==> src/rtl/noc_rx_monitor.sv <==
// -----------------------------------------------------------------------------
// noc_rx_monitor
//
// Passive receive-side monitor for the HNoC PE egress links. It watches the
// router-to-PE valid/ready/data of every channel. It counts accepted flits per
// channel and in total. It also checks that each flit's destination field
// matches the channel it was delivered on. Completion is tracked with a small
// state machine:
//   RUN     -> counting, idle watchdog armed
//   DRAIN   -> expected count reached; stray traffic is flagged as overflow
//   DONE    -> drain window elapsed (terminal)
//   TIMEOUT -> watchdog expired while in RUN (terminal)
// rst or i_clear returns the block to RUN with everything zeroed.
//
// Ports:
//   clk, rst        clock, synchronous active-high reset
//   i_clear         synchronous soft clear (same effect as rst)
//   i_valid/i_ready per-channel handshake, NUM_PE bits each
//   i_data          flattened flits, channel k at [k*DATA_W +: DATA_W]
//   o_per_pe_cnt    flattened per-channel accepted counts, CNT_W each
//   o_total_cnt     total accepted flits
//   o_cycle_cnt     cycles spent in RUN
//   o_done          drain window finished
//   o_timeout       idle watchdog fired
//   o_overflow      sticky: more flits than EXPECTED_PKTS seen
//   o_misroute      sticky: a flit arrived on the wrong channel
//   o_misroute_pe   channel of the first misrouted flit
//   o_state         RUN=0, DRAIN=1, DONE=2, TIMEOUT=3
// All outputs are registered; there is no combinational input-to-output path.
// -----------------------------------------------------------------------------
module noc_rx_monitor #(
    parameter int NUM_PE         = 4,
    parameter int DATA_W         = 32,
    parameter int ADDR_LSB       = 0,
    parameter int ADDR_W         = 2,
    parameter int CNT_W          = 32,
    parameter int EXPECTED_PKTS  = 400,
    parameter int DRAIN_CYCLES   = 1000,
    parameter int TIMEOUT_CYCLES = 100000,
    localparam int PE_W          = (NUM_PE > 1) ? $clog2(NUM_PE) : 1
) (
    input  logic                     clk,
    input  logic                     rst,
    input  logic                     i_clear,
    input  logic [NUM_PE-1:0]        i_valid,
    input  logic [NUM_PE-1:0]        i_ready,
    input  logic [NUM_PE*DATA_W-1:0] i_data,
    output logic [NUM_PE*CNT_W-1:0]  o_per_pe_cnt,
    output logic [CNT_W-1:0]         o_total_cnt,
    output logic [CNT_W-1:0]         o_cycle_cnt,
    output logic                     o_done,
    output logic                     o_timeout,
    output logic                     o_overflow,
    output logic                     o_misroute,
    output logic [PE_W-1:0]          o_misroute_pe,
    output logic [1:0]               o_state
);

    localparam int POP_W  = $clog2(NUM_PE + 1);
    // Terminal counts for the idle and drain counters. A zero-length window
    // behaves like a one-cycle window.
    localparam int TO_LIM = (TIMEOUT_CYCLES > 0) ? TIMEOUT_CYCLES - 1 : 0;
    localparam int DR_LIM = (DRAIN_CYCLES > 0) ? DRAIN_CYCLES - 1 : 0;
    localparam int IDLE_W = (TO_LIM > 0) ? $clog2(TO_LIM + 1) : 1;
    localparam int DRN_W  = (DR_LIM > 0) ? $clog2(DR_LIM + 1) : 1;
    localparam logic [CNT_W-1:0] EXP = CNT_W'(EXPECTED_PKTS);

    typedef enum logic [1:0] {
        ST_RUN     = 2'd0,
        ST_DRAIN   = 2'd1,
        ST_DONE    = 2'd2,
        ST_TIMEOUT = 2'd3
    } state_t;

    state_t             state_q;
    logic [CNT_W-1:0]   pe_cnt_q [NUM_PE];
    logic [CNT_W-1:0]   total_q;
    logic [CNT_W-1:0]   cycle_q;
    logic [IDLE_W-1:0]  idle_q;
    logic [DRN_W-1:0]   drain_q;
    logic               done_q;
    logic               timeout_q;
    logic               overflow_q;
    logic               misroute_q;
    logic [PE_W-1:0]    misroute_pe_q;

    logic [NUM_PE-1:0]  acc;
    logic               any_acc;
    logic [NUM_PE-1:0]  mis_vec;
    logic               mis_any;
    logic [PE_W-1:0]    mis_idx;
    logic               mis_found;
    logic [POP_W-1:0]   pop;
    logic [CNT_W:0]     total_sum;
    logic [CNT_W-1:0]   total_next;
    logic               unused_data;

    // Only the destination field of each flit is inspected.
    assign unused_data = ^i_data;

    assign acc     = i_valid & i_ready;
    assign any_acc = |acc;
    assign mis_any = |mis_vec;

    always_comb begin
        mis_vec = '0;
        pop     = '0;
        for (int unsigned k = 0; k < NUM_PE; k++) begin
            pop = pop + POP_W'(acc[k]);
            if (acc[k] && (i_data[k*DATA_W+ADDR_LSB +: ADDR_W] != ADDR_W'(k)))
                mis_vec[k] = 1'b1;
        end
    end

    // Lowest-index misrouted channel of this cycle.
    always_comb begin
        mis_idx   = '0;
        mis_found = 1'b0;
        for (int unsigned k = 0; k < NUM_PE; k++) begin
            if (mis_vec[k] && !mis_found) begin
                mis_idx   = PE_W'(k);
                mis_found = 1'b1;
            end
        end
    end

    // One spare bit on the sum detects carry-out for saturation.
    assign total_sum  = {1'b0, total_q} + (CNT_W+1)'(pop);
    assign total_next = total_sum[CNT_W] ? '1 : total_sum[CNT_W-1:0];

    always_ff @(posedge clk) begin
        if (rst || i_clear) begin
            state_q       <= ST_RUN;
            for (int unsigned k = 0; k < NUM_PE; k++)
                pe_cnt_q[k] <= '0;
            total_q       <= '0;
            cycle_q       <= '0;
            idle_q        <= '0;
            drain_q       <= '0;
            done_q        <= 1'b0;
            timeout_q     <= 1'b0;
            overflow_q    <= 1'b0;
            misroute_q    <= 1'b0;
            misroute_pe_q <= '0;
        end else begin
            // Accepts are counted in every state.
            for (int unsigned k = 0; k < NUM_PE; k++) begin
                if (acc[k] && (pe_cnt_q[k] != '1))
                    pe_cnt_q[k] <= pe_cnt_q[k] + CNT_W'(1);
            end
            total_q <= total_next;

            if (mis_any && !misroute_q) begin
                misroute_q    <= 1'b1;
                misroute_pe_q <= mis_idx;
            end

            case (state_q)
                ST_RUN: begin
                    if (cycle_q != '1)
                        cycle_q <= cycle_q + CNT_W'(1);
                    if (any_acc)
                        idle_q <= '0;
                    else
                        idle_q <= idle_q + IDLE_W'(1);

                    if (total_next >= EXP) begin
                        state_q <= ST_DRAIN;
                        drain_q <= '0;
                        if (total_next > EXP)
                            overflow_q <= 1'b1;
                    end else if (!any_acc && (idle_q == IDLE_W'(TO_LIM))) begin
                        state_q   <= ST_TIMEOUT;
                        timeout_q <= 1'b1;
                    end
                end
                ST_DRAIN: begin
                    if (any_acc)
                        overflow_q <= 1'b1;
                    if (drain_q == DRN_W'(DR_LIM)) begin
                        state_q <= ST_DONE;
                        done_q  <= 1'b1;
                    end else begin
                        drain_q <= drain_q + DRN_W'(1);
                    end
                end
                ST_DONE: begin
                    if (any_acc)
                        overflow_q <= 1'b1;
                end
                ST_TIMEOUT: begin
                end
                default: begin
                    state_q <= ST_RUN;
                end
            endcase
        end
    end

    always_comb begin
        o_per_pe_cnt = '0;
        for (int unsigned k = 0; k < NUM_PE; k++)
            o_per_pe_cnt[k*CNT_W +: CNT_W] = pe_cnt_q[k];
    end

    assign o_total_cnt   = total_q;
    assign o_cycle_cnt   = cycle_q;
    assign o_done        = done_q;
    assign o_timeout     = timeout_q;
    assign o_overflow    = overflow_q;
    assign o_misroute    = misroute_q;
    assign o_misroute_pe = misroute_pe_q;
    assign o_state       = state_q;

endmodule

==> config.mk <==
export PLATFORM = sky130hd
export DESIGN_NAME = noc_rx_monitor
export DESIGN_NICKNAME = d
export VERILOG_FILES = /design/src/rtl/noc_rx_monitor.sv
export SDC_FILE = /design/constraint.sdc
export NUM_CORES = 1
export LEC_CHECK = 0
export BUFFER_PORTS_ARGS = -buffer_cell sky130_fd_sc_hd__buf_2
export CORE_MARGIN = 5
export CORE_UTILIZATION = 54
export DETAILED_ROUTE_END_ITERATION = 8
export HOLD_SLACK_MARGIN = 0.15
export PLACE_DENSITY = 0.89
export SYNTH_ARGS = -nofsm -noshare
export SYNTH_HDL_FRONTEND = slang
export SYNTH_SLANG_ARGS = --single-unit
==> constraint.sdc <==
create_clock -name clk -period 6.31 [get_ports clk]
set_clock_uncertainty 0.2 [all_clocks]
set_input_delay 0.9465 -clock clk [delete_from_list [all_inputs] [get_ports clk]]
set_output_delay 0.9465 -clock clk [all_outputs]
set_load 0.02 [all_outputs]
==> summary.md, run 1 <==
| Metric | Value |
|---|---|
| H-tree depth | `1` |
| Vias | `10100` |
| R2R Setup Slk | `1.61 ns` |
| Yosys Warn Count | `0` |
| Synthesized instance count | `1246` |
| Die height | `159 um` |
| Initial core utilization | `54.8%` |
| Peak VDD IR | `0.000207 V` |
| Worst-margin pin slew | `1.06 ns` |
| Post-DRT Antenna Nets | `0` |
| Placed cells | `1701` |
| GR Util All Layers | `21.8%` |
| DIE WIDTH | `159 um` |
| Crit share post-route | `slightly above 80%` |
| Synth Area in Simple Gates | `between 20% and 30%` |
| Commonest register cell after synthesis | `edfxtp_1` |
| Combinational Power Share | `6.9%` |
| Post-synth cell types | `71` |
| Yosys top cell by area | `edfxtp_1` |
| Final total power | `about 3.3 mW` |
| Worst setup SP type | `input port` |
| I/O pin total | `339` |
| Number of synthesized flops with an enable pin | `128` |
| Clk_lat worst skew | `roughly 0.5 ns` |
| Setup violators final | `0` |
| Clock power share | `42.3%` |
| Placed Area | `13200 um2` |
| # fillers | `1667` |
| F_max | `197 MHz` |
| Clock Tree Buf Depth | `3` |
| Max-slew violations | `0` |
| Crit path capture type | `flip-flop` |
| Status | `complete, no violations` |
| Worst slew margin | `29.2%` |
| Synth Area in XOR/XNOR | `13.3%` |
| Worst hold stages | `1` |
| Wire per inst | `16.6 um` |
| Most frequent cells in the layout | `232 x nor2_1, 218 x buf_2, 128 x edfxtp_1` |
| Worst setup path category | `input port to flip-flop` |
| Vias in the first global route | `9631` |
| Routability cong. | `0.915` |
| Cts bufs inserted | `24` |
| Worst EP arrival | `about 5.3 ns` |
| Starting DRT DRC Count | `821` |
| Worst Setup SP | `i_ready[0]` |
| Commonest non-fill, non-tap cell in the layout | `nor2_1` |
| HP Class | `flip-flop to flip-flop` |
| Lkg Pwr | `5.45 nW` |
| Net Sw Frac | `23.7%` |
| Core area | `21800 um2` |
| # clock sinks | `227` |
| DRT Pass-1 Iters | `5` |
| Mean Syn Cell Area | `9.60 um2` |
| Critical path required time | `between 6 and 7 ns` |
| # hold bufs at CTS | `0` |
| Post-CTS sizing | `0` |
| Final Non-Filler Cells | `1744` |
| GRT Residual Overflow | `0` |
| Fin. Hold Viols | `0` |
| Capture point of the worst path | `drain_q[0]` |
| Ys async rst share | `0%` |
| Crit-path max FO | `24` |
| I/O Buffers | `~220` |
| Setup Fix Bufs, Post-CTS | `0` |
| Worst flop-to-flop path startpoint | `o_total_cnt[0]` |
| Yosys top cell area share | `roughly a third` |
| Num rows | `54` |
| Final WL | `29000 um` |
| Reg2reg path depth | `15` |
| Tmin final | `5.08 ns` |
| P_sw | `777 uW` |
| Reg2reg end | `drain_q[0]` |
| Layout cells sized above 1 | `19.9%` |
| Seq pwr share | `around half` |
| Yosys reg bits | `227` |
| Area growth from synthesis to layout | `17.1%` |
| Seq/Total Area, Yosys | `48.7%` |
| Internal power | `2.50 mW` |
| PwrDens | `234 nW/um2` |
| Largest net degree at the start of global routing | `47` |
| Clock-pin slew on the worst setup and hold paths | `0.06 ns` |
| CTS tree | `done` |
| CTS root buffer | `clkbuf_16` |
| Compound-Gate Fraction of Synth Area | `7.36%` |
| Top cells by area, synth | `edfxtp_1 32%, dfxtp_1 17%, xor2_1 8.3%` |
| Antenna violations before repair | `0` |
| Synthesized area | `12000 um2` |
| Post-route DRC | `0` |
| Vias/cell | `between 5 and 6` |
| Max-cap viol count | `0` |
| Setup TNS | `0 ns` |
| Area share of fa/ha/maj cells after synthesis | `1.49%` |
| RSZ-0062 raised after global routing | `no` |
| Combinational family with the most area after synthesis | `simple AND/OR/NAND/NOR gates` |
| Fin area | `14000 um2` |
| DIE AREA | `between 20000 and 30000 um2` |
| Nets | `roughly 1600` |
| Syn Nets | `1398` |
| Diodes inserted | `0` |
| First-pass GRT wire length | `approximately 48000 um` |
| Mux cell area share after synthesis | `0.680%` |
| Post-DP HPWL | `20300 um` |
[per-stage QoR]
stage                     hold WS, ns  util (%)  setup WS (ns)
final                           0.268      64.2           1.23
after global routing            0.282      64.2          0.752
after CTS                       0.270      64.2           1.31
after detailed placement        0.256      60.7          0.808
after global placement          0.245      60.7          0.803
after floorplan                 0.256         -           1.83
[how the worst min path moves through the flow]
stage,from,to,slack (ns)
3_5_place_dp,o_overflow,o_overflow,0.26
5_1_grt,o_overflow,o_overflow,0.28
4_1_cts,o_overflow,o_overflow,0.27
2_1_floorplan,drain_q[7],drain_q[7],0.26
6_report,o_overflow,o_overflow,0.27
3_3_place_gp,o_overflow,o_overflow,0.24
[state kept, by name (all words and copies together), names as in the netlist]
register	count
o_misroute_pe	2
o_done	1
idle_q	17
drain_q	10
o_state	2
o_overflow	1
o_total_cnt	32
pe_cnt_q	128
o_misroute	1
o_timeout	1
o_cycle_cnt	32
[kinds of logic (layout without fill, tap and decap cells)]
group	count (synthesis)	count (layout)
AOI/OAI and AO/OA	128	128
xor gates and xnor gates	182	182
muxes	8	8
and+or+nand+nor	609	609
adders and majority gates	13	13
DFF	227	227
buffers and inverters	79	297
[synthesized netlist by cell type, types with 28 or more instances]
master and count:
nor2_1 232, edfxtp_1 128, xor2_1 113, dfxtp_1 99
nand3_1 89, nand2_1 84, xnor2_1 69, a21oi_1 42
nand4_1 42, clkbuf_1 35, and3_1 34, nor3_1 28
[power groups by stage]
stage / Sequential, mW / Combinational, mW / Clock [mW]
finish: 1.66 / 0.226 / 1.38
detailed placement: 1.69 / 0.226 / 0
global placement: 1.69 / 0.221 / 0
CTS: 1.66 / 0.228 / 1.41
global route: 1.67 / 0.243 / 1.48
floorplan: 1.74 / 0.0872 / 0
[area by class of cell]
type	count	area (um2)	area share, %
flip-flops and latches	227	5830	41.6
clock buffers	30	654	4.67
clock inverters	13	114	0.813
multi-input cells	940	5800	41.4
inverters	27	101	0.723
well taps	280	350	2.50
repair buffers	227	1160	8.27
[worst max-delay path, stage by stage]
cell,delay [ns]
buf_2,0.13
nand2_1,0.12
xnor2_1,0.15
ha_1,0.27
inv_1,0.05
fa_1,0.44
inv_1,0.08
fa_1,0.44
nand4_2,0.32
nor3_2,0.37
nor2_1,0.08
a2111oi_0,0.58
nand4_1,0.34
nor4_4,0.33
buf_4,0.27
o21ai_0,0.12
a211oi_1,0.24
[metal layers]
layer,routed length (um),GRT usage (%)
met5,0,0
met4,505,5.20
met3,2280,4.38
met2,13700,35.9
met1,12500,29.7
No activity file was read; power rests on OpenSTA's default activity.
==> run 2: changes to the inputs <==
--- a/config.mk
+++ b/config.mk
@@ -5,12 +5,13 @@
 export SDC_FILE = /design/constraint.sdc
 export NUM_CORES = 1
 export LEC_CHECK = 0
+export ABC_AREA = 1
 export BUFFER_PORTS_ARGS = -buffer_cell sky130_fd_sc_hd__buf_2
 export CORE_MARGIN = 5
 export CORE_UTILIZATION = 54
 export DETAILED_ROUTE_END_ITERATION = 8
 export HOLD_SLACK_MARGIN = 0.15
-export PLACE_DENSITY = 0.89
+export PLACE_DENSITY = 0.88
 export SYNTH_ARGS = -nofsm -noshare
 export SYNTH_HDL_FRONTEND = slang
 export SYNTH_SLANG_ARGS = --single-unit
==> constraint.sdc (replaced) <==
create_clock -name clk -period 5 [get_ports clk]
set_clock_uncertainty 0.2 [all_clocks]
set_input_delay 0.75 -clock clk [delete_from_list [all_inputs] [get_ports clk]]
set_output_delay 0.75 -clock clk [all_outputs]
set_load 0.02 [all_outputs]
==> run 2 against run 1 <==
First-iteration DRC count rose by 47%. Combinational power rose by 37%. Hold slack got worse by 0.0020 ns. Cell area rose by 10%. Sequential power rose by 26%. Clock-buffer cell count rose by 4. Final cell count rose by 33%. Critical path depth rose by 7. Largest power group unchanged.
==> summary.md, run 2 <==
| Metric | Value |
|---|---|
| Status | `complete, no violations` |
| Initial core utilization | `a little over half` |
| Worst slew margin | `23.4%` |
| Wire per inst | `about 15 um` |
| Yosys Warn Count | `0` |
| Worst-margin pin slew | `around 1.1 ns` |
| Setup violators final | `0` |
| Clock-pin slew on the worst setup and hold paths | `0.06 ns` |
| Routability cong. | `0.960` |
| Num rows | `57` |
| Number of synthesized flops with an enable pin | `128` |
| Crit-path max FO | `18` |
| # hold bufs at CTS | `0` |
| Core area | `24200 um2` |
| Seq/Total Area, Yosys | `44.1%` |
| Yosys reg bits | `227` |
| GRT met2 Usage | `40.0%` |
| Syn Nets | `1904` |
| Max-slew violations | `0` |
| Cts bufs inserted | `26` |
| Met3 Use GR | `around 3.8%` |
| Max reg flops | `128` |
| Vias/cell | `5.44` |
| Setup TNS | `0 ns` |
| Post-DP HPWL | `25100 um` |
| Vias in the first global route | `12000` |
| Most frequent cell after synthesis | `nand2_1` |
| PwrDens | `279 nW/um2` |
| Post-DRT Antenna Nets | `0` |
| Top cells by area, synth | `edfxtp_1 29%, dfxtp_1 15%, nand2_1 11%` |
| Synth Area in Simple Gates | `34.9%` |
| DIE AREA | `27700 um2` |
| Mean Syn Cell Area | `approximately 7.5 um2` |
| Worst EP arrival | `4.31 ns` |
| Crit share post-route | `82.9%` |
| Starting DRT DRC Count | `approximately 1200` |
| Reg2reg path depth | `22` |
| Combinational family with the most area after synthesis | `simple AND/OR/NAND/NOR gates` |
| Crit path capture type | `flip-flop` |
| Fin. Hold Viols | `0` |
| Most frequent cells in the layout | `381 x nand2_1, 252 x nor2_1, 249 x inv_1` |
| I/O Buffers | `218` |
| Critical path required time | `5.16 ns` |
| GR Util All Layers | `23.5%` |
| Tmin final | `around 4.1 ns` |
| Final WL | `34200 um` |
| Synth Area in XOR/XNOR | `3.71%` |
| Mux cell area share after synthesis | `0%` |
| Top cells by count, synth | `381 x nand2_1, 253 x nor2_1, 250 x inv_1` |
| Largest net degree at the start of global routing | `48` |
| Max-cap viol count | `0` |
| Setup Fix Bufs, Post-CTS | `0` |
| DRT Pass-1 Iters | `5` |
| Worst setup path category | `input port to flip-flop` |
| Worst hold stages | `2` |
| CTS root buffer | `clkbuf_16` |
| First-pass GRT wire length | `56700 um` |
| Post-CTS sizing | `0` |
| Commonest non-fill, non-tap cell in the layout | `nand2_1` |
| Area growth from synthesis to layout | `17.0%` |
| WHS | `0.266 ns` |
| GRT Residual Overflow | `0` |
| RSZ-0062 raised after global routing | `no` |
| Clock Tree Buf Depth | `3` |
| Die height | `166 um` |
| Area share of fa/ha/maj cells after synthesis | `1.35%` |
| Synthesized instance count | `1752` |
| Clk_lat worst skew | `0.52 ns` |
| # clock sinks | `roughly 230` |
| Antenna violations before repair | `2` |
| Vias | `12600` |
| Synthesized area | `between 10000 and 15000 um2` |
| H-tree depth | `1` |
| Reg with most FFs | `pe_cnt_q` |
| CTS tree | `done` |
| Yosys top cell area share | `29.1%` |
| Most Crowded Layer GR | `met2` |
| Peak VDD IR | `0.000255 V` |
| M1 GR Usage | `30.4%` |
| Compound-Gate Fraction of Synth Area | `approximately 7.4%` |
| Post-synth cell types | `55` |
| DIE WIDTH | `166 um` |
| HP Class | `flip-flop to flip-flop` |
| I/O pin total | `339` |
| Post-route DRC | `0` |
| Commonest register cell after synthesis | `edfxtp_1` |
| Ys async rst share | `0%` |
| Lkg Pwr | `6.18 nW` |
| Worst setup SP type | `input port` |
| Nets | `2126` |
| Layout cells sized above 1 | `17.8%` |
| F_max | `241 MHz` |
| Yosys top cell by area | `edfxtp_1` |
## run 2: per-layer routing
| layer | part of all wire (%) | wire, um | vias up |
|---|---|---|---|
| li1 | - | - | 6208 |
| met1 | 41 | 14200 | 5778 |
| met2 | 47 | 16200 | 531 |
| met3 | 7.3 | 2500 | 85 |
| met4 | 3.8 | 1310 | 2 |
| met5 | 0.038 | 13 | - |
## run 2: worst paths after layout
| path | slack, ns | endpoint | start |
|---|---|---|---|
| setup reg to reg | 1.01 | drain_q[5] | o_total_cnt[0] |
| hold reg to reg | 0.27 | o_timeout | o_timeout |
| hold / removal | 0.27 | o_timeout | o_timeout |
| setup / recovery | 0.85 | drain_q[5] | i_valid[0] |
## run 2: critical path: stages
cell and delay, ns:
buf_2 0.09, nand2_1 0.17, xor2_1 0.16, inv_1 0.06, ha_1 0.26, inv_1 0.05, fa_1 0.44, inv_1 0.12
fa_1 0.27, inv_1 0.10, nor2_2 0.13, nand2_2 0.13, nor2_8 0.19, nand3_4 0.25, inv_1 0.20, nor2_1 0.10
nor2_4 0.12, nand2_2 0.06, nand4_2 0.09, nor2_4 0.06, nand2_4 0.19, nand2_4 0.14, nand2_1 0.12, a21oi_2 0.05
## run 2: area by class of cell
cell class | count | area, um2
fill | 2070 | 8730
antenna | 1 | 2.50
tap | 324 | 405
clock inverter | 14 | 126
sequential | 227 | 5830
timing repair buffer | 222 | 1120
clock buffer | 34 | 742
inverter | 257 | 965
multi-input combinational | 1240 | 6250
## run 2: logic make-up after synthesis
kind of cell,after synthesis
and+or+nand+nor,993
buffers and inverters,285
DFF,227
AOI/OAI and AO/OA,178
xor gates and xnor gates,56
adders and majority gates,13
## run 2: metrics by stage
stage | cell area, um2 | total power, mW | worst slack (ns) | instances | utilization (%)
global route | 15400 | 4.46 | 0.561 | 2319 | 63.9
floorplan | 13200 | 2.32 | 1.10 | 1752 | -
detailed placement | 14600 | 2.44 | 0.334 | 2270 | 60.3
CTS | 15400 | 4.34 | 0.874 | 2318 | 63.9
finish | 15400 | 4.31 | 0.854 | 2319 | 63.9
global placement | 14600 | 2.43 | 0.425 | 2270 | 60.3
## run 2: where the power goes
part | switching (mW) | total, mW | internal [mW]
Sequential | 0.0652 | 2.09 | 2.03
Clock | 0.761 | 1.91 | 1.15
Combinational | 0.219 | 0.309 | 0.0899
Total | 1.05 | 4.31 | 3.27
